**src/rtl/pipeline_pkg.sv**
```systemverilog
// pipeline_pkg
// Definitions shared by the pipeline stages: default data/address widths,
// the special instruction words recognised by fetch, and the fetch-stage
// state encoding.
package pipeline_pkg;

    localparam int B_DEFAULT = 32;
    localparam int W_DEFAULT = 7;

    // All-zero word is a harmless bubble for every downstream stage.
    localparam logic [31:0] NOP_WORD  = 32'h0000_0000;
    // All-ones word stops fetching once it has been accepted.
    localparam logic [31:0] HALT_WORD = 32'hFFFF_FFFF;

    typedef enum logic {
        RUN    = 1'b0,
        HALTED = 1'b1
    } fetch_state_e;

endpackage : pipeline_pkg

```
**src/rtl/pc_register.sv**
```systemverilog
// pc_register
// W-bit program-counter register with a load enable.
//
// Ports:
//   clk    in   rising-edge clock
//   rst_n  in   asynchronous active-low reset (clears q to 0)
//   load   in   when high, q takes d on the clock edge
//   d      in   next PC value
//   q      out  current PC value
module pc_register #(
    parameter int W = 7
) (
    input  logic         clk,
    input  logic         rst_n,
    input  logic         load,
    input  logic [W-1:0] d,
    output logic [W-1:0] q
);

    always_ff @(posedge clk or negedge rst_n) begin
        if (!rst_n) begin
            q <= '0;
        end else if (load) begin
            q <= d;
        end
    end

endmodule : pc_register

```
**src/rtl/instruction_fetch.sv**
```systemverilog
// instruction_fetch
// Fetch stage: owns the PC, addresses the instruction ROM, and hands the
// fetched word plus PC+1 to the IF/ID register. Handles jump/branch
// redirects (with one squashed wrong-path slot), hazard stalls, debug
// run/step gating and HALT detection.
//
// Ports:
//   clk                  in   rising-edge clock
//   rst_n                in   asynchronous active-low reset
//   enable               in   debug run/step gate; low freezes all state
//   stall                in   hazard stall; holds the PC
//   branch_taken         in   branch resolved taken this cycle
//   branch_target        in   branch destination
//   jump_taken           in   jump resolved this cycle (beats branch)
//   jump_target          in   jump destination
//   imem_data            in   ROM word at imem_addr (combinational read)
//   imem_addr            out  current PC
//   pc_incrementado_out  out  PC+1, wrapping at 2^W
//   instruction_out      out  word to IF/ID (NOP when halted or squashed)
//   halted               out  high once HALT has been fetched
//   fetch_count          out  saturating count of accepted fetches
module instruction_fetch
    import pipeline_pkg::*;
#(
    parameter int B     = B_DEFAULT,
    parameter int W     = W_DEFAULT,
    parameter int CNT_W = 16
) (
    input  logic             clk,
    input  logic             rst_n,
    input  logic             enable,
    input  logic             stall,
    input  logic             branch_taken,
    input  logic [W-1:0]     branch_target,
    input  logic             jump_taken,
    input  logic [W-1:0]     jump_target,
    input  logic [B-1:0]     imem_data,
    output logic [W-1:0]     imem_addr,
    output logic [W-1:0]     pc_incrementado_out,
    output logic [B-1:0]     instruction_out,
    output logic             halted,
    output logic [CNT_W-1:0] fetch_count
);

    fetch_state_e     state;
    fetch_state_e     state_next;
    logic [W-1:0]     pc;
    logic [W-1:0]     pc_plus1;
    logic [W-1:0]     pc_next;
    logic             pc_load;
    logic             redirect;
    logic             is_halt_word;
    logic             accept;
    logic [CNT_W-1:0] count;

    assign redirect     = jump_taken | branch_taken;
    assign is_halt_word = (imem_data == B'(HALT_WORD));
    assign pc_plus1     = pc + 1'b1;

    // A fetch is accepted only when the word on imem_data will really move
    // down the pipe: running, enabled, not stalled and not being squashed.
    assign accept = (state == RUN) && enable && !stall && !redirect;

    pc_register #(
        .W (W)
    ) u_pc (
        .clk   (clk),
        .rst_n (rst_n),
        .load  (pc_load),
        .d     (pc_next),
        .q     (pc)
    );

    always_ff @(posedge clk or negedge rst_n) begin
        if (!rst_n) begin
            state <= RUN;
        end else begin
            state <= state_next;
        end
    end

    // Next-PC selection, HALT transition and squash. A redirect overrides
    // both stall and HALT detection; the HALT word only counts when it is
    // genuinely accepted, and then the PC parks on it.
    always_comb begin
        state_next      = state;
        pc_load         = 1'b0;
        pc_next         = pc_plus1;
        instruction_out = imem_data;

        if (jump_taken) begin
            pc_next = jump_target;
        end else if (branch_taken) begin
            pc_next = branch_target;
        end

        if ((state == HALTED) || redirect) begin
            instruction_out = B'(NOP_WORD);
        end

        if ((state == RUN) && enable) begin
            if (redirect) begin
                pc_load = 1'b1;
            end else if (!stall) begin
                if (is_halt_word) begin
                    state_next = HALTED;
                end else begin
                    pc_load = 1'b1;
                end
            end
        end
    end

    // Accepted-fetch counter, sticking at all-ones instead of wrapping.
    always_ff @(posedge clk or negedge rst_n) begin
        if (!rst_n) begin
            count <= '0;
        end else if (accept && (count != '1)) begin
            count <= count + 1'b1;
        end
    end

    assign imem_addr           = pc;
    assign pc_incrementado_out = pc_plus1;
    assign halted              = (state == HALTED);
    assign fetch_count         = count;

endmodule : instruction_fetch
```
**config.mk**
```make
export PLATFORM = sky130hd
export DESIGN_NAME = instruction_fetch
export DESIGN_NICKNAME = d
export VERILOG_FILES = /design/src/rtl/pipeline_pkg.sv /design/src/rtl/pc_register.sv /design/src/rtl/instruction_fetch.sv
export SDC_FILE = /design/constraint.sdc
export NUM_CORES = 1
export LEC_CHECK = 0
export CORE_MARGIN = 8
export CORE_UTILIZATION = 32
export DETAILED_ROUTE_END_ITERATION = 7
export PLACE_DENSITY = 0.76
export SYNTH_ARGS = -nofsm -noshare
export SYNTH_HDL_FRONTEND = slang
export SYNTH_SLANG_ARGS = --single-unit
```
**constraint.sdc**
```tcl
create_clock -name clk -period 2 [get_ports clk]
set_clock_uncertainty 0.2 [all_clocks]
set_input_delay 0.5 -clock clk [delete_from_list [all_inputs] [get_ports clk]]
set_output_delay 0.5 -clock clk [all_outputs]
set_load 0.05 [all_outputs]
```
**Yosys cells after proc, flatten, opt, wreduce, memory -nomap -nowiden**

Index checks and enable logic that the tools add are counted.

- Bits in registers: 24
- Input bits: 52
- Output and inout port bits: 63
- Word-level logic and storage cells: 26

- Add/sub/neg operators: 2
- Eq/ne operators: 2
- Multiplexer cells: 7
- Bitwise logic cells: 4
- Reduce and logical (&&, ||, !) cells: 8

Operators with widths:

| kind | number |
|---|---|
| $eq 32x32->1 const B | 1 |
| $mux 32 | 1 |
| $add 16x1->16 const B | 1 |
| $ne 16x16->1 const B | 1 |
| $mux 7 | 2 |
| $add 7x1->7 const B | 1 |
| $logic_and 1x1->1 | 4 |
| $mux 1 | 4 |
| $reduce_and 4->1 | 1 |
| $not 1->1 | 3 |
| $logic_not 1->1 | 2 |
| $logic_or 1x1->1 | 1 |
| $or 1x1->1 | 1 |

**Longest topological paths before layout**

- Depth after elaboration: 5
- Depth in mapped cells: 6
- Gate-level depth less buffers: 6

**Hierarchy**

A second synthesis with hierarchy kept.

- Cell total of the unflattened synthesis: 192
- Area, all modules: 1773.0 um^2

Modules (own cells, without submodules):

| module | instances | cells an instance | area an instance (um^2) | seq. area each (um^2) |
|---|---|---|---|---|
| instruction_fetch | 1 | 177 | 1481.4 | 425.4 |
| pc_register | 1 | 15 | 291.5 | 175.2 |

**Worst setup path after synthesis**

Ideal clock, no wire load.

- Path type: reg2reg
- From: register u_pc.q[0]
- To: register u_pc.q[4]
- Library setup time: 66 ps
- Data arrival time: 2441 ps
- Data required time: 1734 ps
- Slack: -708 ps
- Stages on the path, launching flop included: 7
- Path buffers: 0
- Period minus slack after synthesis: 2708 ps
- Cells stage by stage: dfrtp_1 ha_1 nand3_1 xnor2_1 mux2i_1 o21ai_0 mux2_4

- Longest elaborated chain between the ends: 3

Ends and longest elaborated chain:

| element | RTL line | RTL |
|---|---|---|
| from (decl) | pc_register.sv:17 | `output logic [W-1:0] q` |
| from (signal assigned) | pc_register.sv:22 | `q <= '0;` |
| from (signal assigned) | pc_register.sv:24 | `q <= d;` |
| $add 7x1->7 | instruction_fetch.sv:58 | `assign pc_plus1 = pc + 1'b1;` |
| net pc_incrementado_out[4] | instruction_fetch.sv:39 | `output logic [W-1:0] pc_incrementado_out,` |
| $mux 7 | instruction_fetch.sv:93 | `end else if (branch_taken) begin` |
| $mux 7 | instruction_fetch.sv:91 | `if (jump_taken) begin` |

The timed path passes the listed nets, and every way through them passes these cells.
A chain may end at the register's enable or synchronous reset.

**Worst setup path in the final report**

- From: input port branch_taken
- To: output port instruction_out[24]

- Longest elaborated chain between the ends: 3

Ends and longest elaborated chain:

| element | RTL line | RTL |
|---|---|---|
| from (decl) | instruction_fetch.sv:33 | `input logic branch_taken,` |
| $or 1x1->1 | instruction_fetch.sv:56 | `assign redirect = jump_taken \| branch_taken;` |
| $logic_or 1x1->1 | instruction_fetch.sv:97 | `if ((state == HALTED) \|\| redirect) begin` |
| $mux 32 | instruction_fetch.sv:97 |  |
| to (decl) | instruction_fetch.sv:40 | `output logic [B-1:0] instruction_out,` |

No other way between the ends.

==> results <==
-- worst reg2reg max path, cell delays in order, from the launching register on --
cell and delay [ns]:
dfrtp_4 0.51, ha_4 0.19, nand3_4 0.11, xnor2_4 0.08, buf_4 0.14, mux2i_1 0.17, o21ai_0 0.11, mux2_4 0.27
-- final timing paths --
| check | end | startpoint | slack, ns | cells after the start |
|---|---|---|---|---|
| worst min-delay path | fetch_count[9] | fetch_count[9] | 0.34 | 1 |
| min in group asynchronous | u_pc.q[1] | rst_n | 0.40 | 2 |
| worst max register to register | u_pc.q[4] | u_pc.q[0] | 0.12 | 7 |
| worst max-delay path | instruction_out[24] | branch_taken | -0.26 | 7 |
| max in group asynchronous | u_pc.q[0] | rst_n | 0.93 | 2 |
| worst min register to register | fetch_count[9] | fetch_count[9] | 0.34 | 1 |
-- report_power, final --
group | leakage, nW | internal (mW) | switching [mW]
clock | 0.0228 | 0.142 | 0.152
sequential | 0.297 | 0.563 | 0.0947
combinational | 1.53 | 0.949 | 0.948
total | 1.85 | 1.65 | 1.19
-- cells by family (layout without fill, tap and decap cells) --
| kind of cell | after synthesis | in the layout |
|---|---|---|
| AO/OA/AOI/OAI | 16 | 16 |
| buffers and inverters | 10 | 171 |
| adder cells (fa/ha/maj) | 2 | 2 |
| flip-flops | 24 | 24 |
| multiplexers | 13 | 13 |
| AND/OR/NAND/NOR | 90 | 90 |
| XOR/XNOR | 20 | 20 |
-- cells in the final DEF, fill, tap and decap left out, types with 4 or more instances in the layout --
master / instances
nand3_1: 5
o21ai_0: 4
xnor2_1: 10
mux2i_1: 7
buf_4: 37
and2_4: 32
nand4_1: 13
dfrtp_1: 12
nor2_1: 6
clkbuf_2: 16
mux2_4: 5
nand2_1: 14
inv_1: 4
buf_2: 6
clkdlybuf4s50_1: 15
dfrtp_2: 11
buf_12: 63
xor2_1: 5
xnor2_4: 4
buf_6: 13
-- what timing repair did --
| item | 4_1_cts | 5_1_grt |
|---|---|---|
| setup buffers | 10 | 4 |
| pin swaps | 23 | 21 |
| setup endpoints to repair | 54 | 54 |
| cloned | 3 | 0 |
| gates resized for setup | 99 | 43 |
-- final cells by class --
type,instances,area (sq um)
flip-flops and latches,24,618
multi-input cells,141,1270
inverters,5,21.3
clock buffers,4,45.0
well taps,70,87.6
fillers,263,891
repair buffers,162,2110
-- layer usage --
| layer | part of all wire, % | vias up | GRT usage (%) |
|---|---|---|---|
| met1 | 36 | 1024 | 22.7 |
| met3 | 6.5 | 22 | 3.10 |
| met2 | 54 | 80 | 37.8 |
| met4 | 3.4 | 0 | 7.19 |
| li1 | - | 936 | - |
| met5 | 0 | - | 0 |
-- state kept, by name, indices dropped and copies added, names as in the netlist --
signal,cells
u_pc.q,7
halted,1
fetch_count,16
-- stage by stage --
stage / TNS (ns) / instance area, sq um / setup WS, ns
6_report: -8.09 / 4150 / -0.257
5_1_grt: -9.34 / 4150 / -0.287
4_1_cts: -7.49 / 4170 / -0.286
3_5_place_dp: -25.47 / 3940 / -0.638
3_3_place_gp: -23.83 / 3940 / -0.591
2_1_floorplan: -0.743 / 1890 / -0.0557
==> results.yml <==
synthesis:
  synth_top_family_by_area: "simple AND/OR/NAND/NOR gates"
  ys.flop_type: "dfrtp_1"
  ys_seq_elements: 24
  synth_edf_count: 0
  synth_nets: 229
  synthTopCellsByArea: "dfrtp_1 (36%), and2_1 (12%), xnor2_1 (7.4%), nand4_1 (4.9%), mux2_4 (4.5%)"
  ys_top_cells_by_count: "and2_1 (32), dfrtp_1 (24), nand2_1 (15)"
  yosys_warnings: 0
  ys_seq_area_share_pct: 36.2
  async_reset_ff_share_pct: 100
  netlist_area_sq_um: 1660
  synthXorXnorAreaFrac_pct: 10.6
  synthMostInstantiatedCell: "and2_1"
  syn_inst: 175
  synth_top_area_share_pct: 36.2
  synth_area_leader_cell: "dfrtp_1"
  synth-compound-area-share_pct: 7.24
  syn_avg_cell_area_sq_um: 9.48
  synth.distinct_cells: 35
  synth_adder_area_share_pct: 1.51
  synth.area.mux_share_pct: 9.43
  synth_simple_gate_area_share_pct: 32.5
sta:
  rsz0062_at_grt: "yes"
  finalMaxSlewViolations: 0
  finalCritPeriodShare_pct: 113
  timing.fmax_mhz: 443
  setup_viol: 37
  relSlewSlack_pct: 76.8
  finalCriticalPeriod_ns: 2.26
  timing_worst_slew_pin_value_ns: 0.346
  timing.hold.ws_ns: 0.342
  hold_viol: 0
  setup_slack_ns: -0.257
setup_path:
  critPathSlowestCell: "or2_4"
  critPathTopFamily: "simple AND/OR/NAND/NOR gates"
  cp-start-kind: "primary input"
  crit_fanout: 8
  cp_num_buf_inv: 4
  crit_chain: "buf_6 > or2_4 > nor2_4 > buf_6 > buf_16 > and2_4 > buf_12"
  crit_type: "in2out"
  arrival_ns: 1.56
  cpMostUsedCell: "buf_6"
  cp-end-kind: "output pin"
  crit_path_max_incr_delay_ns: 0.26
  cp.required_ns: 1.30
final_layout:
  final_core_util_pct: 82.3
  fin_cells: 406
  area_delta_synth_final_pct: 150
  nNetsFinal: 391
  drive_above_1_share_pct: 64.6
  diodes: 0
job:
  drv_cap: 0
cts:
  cts_buffers: 3
  clock_path_buffers: 2
  h-tree-depth: 1
  cts_sinks: 24
  clk_latency_ns: 0.26
  root_buffer: "clkbuf_8"
  cts_tree: "done"
  cts_hold_repair.buffers: 0
  cts.clk_slew.worst_paths_ns: 0.09
place:
  dp_hpwl_mm: 5.80
  io_buffers: 114
  gp_congestion: 0.742
  place_inst: 387
grt:
  grt_first_pass_wirelength_mm: 12.2
  first_global_vias: 2242
  grt_max_degree: 25
  grt_util_all_layers_pct: 20.4
  grt_overflow: 0
  antenna_found_initial: 0
run_status:
  violations: "negative setup slack"
  run_status: "finished, violations left"
routing:
  drtIter0Drc: 58
  wl_per_cell_microns: 19.8
  viasPerCell: 5.08
  wl_mm: 8.05
  drc: 0
  drtPass1Iterations: 4
  vias: 2062
  ant_nets: 0
die:
  num_rows: 26
  die-area_sq_um: 7740
  die_h_microns: 88.0
  start_util_pct: 32.9
  die_w_microns: 88.0
  ios: 115
  core_area_sq_um: 5040
power_and_ir_drop:
  totalPowerFinal_mw: 2.85
  ir_worst_vdd_mv: 0.596
  p_leak_nw: 1.85
  power_density_nw_per_um2: 686
hold_path:
  worstHoldPathType: "reg2reg"
No activity file was read; power rests on OpenSTA's default activity.
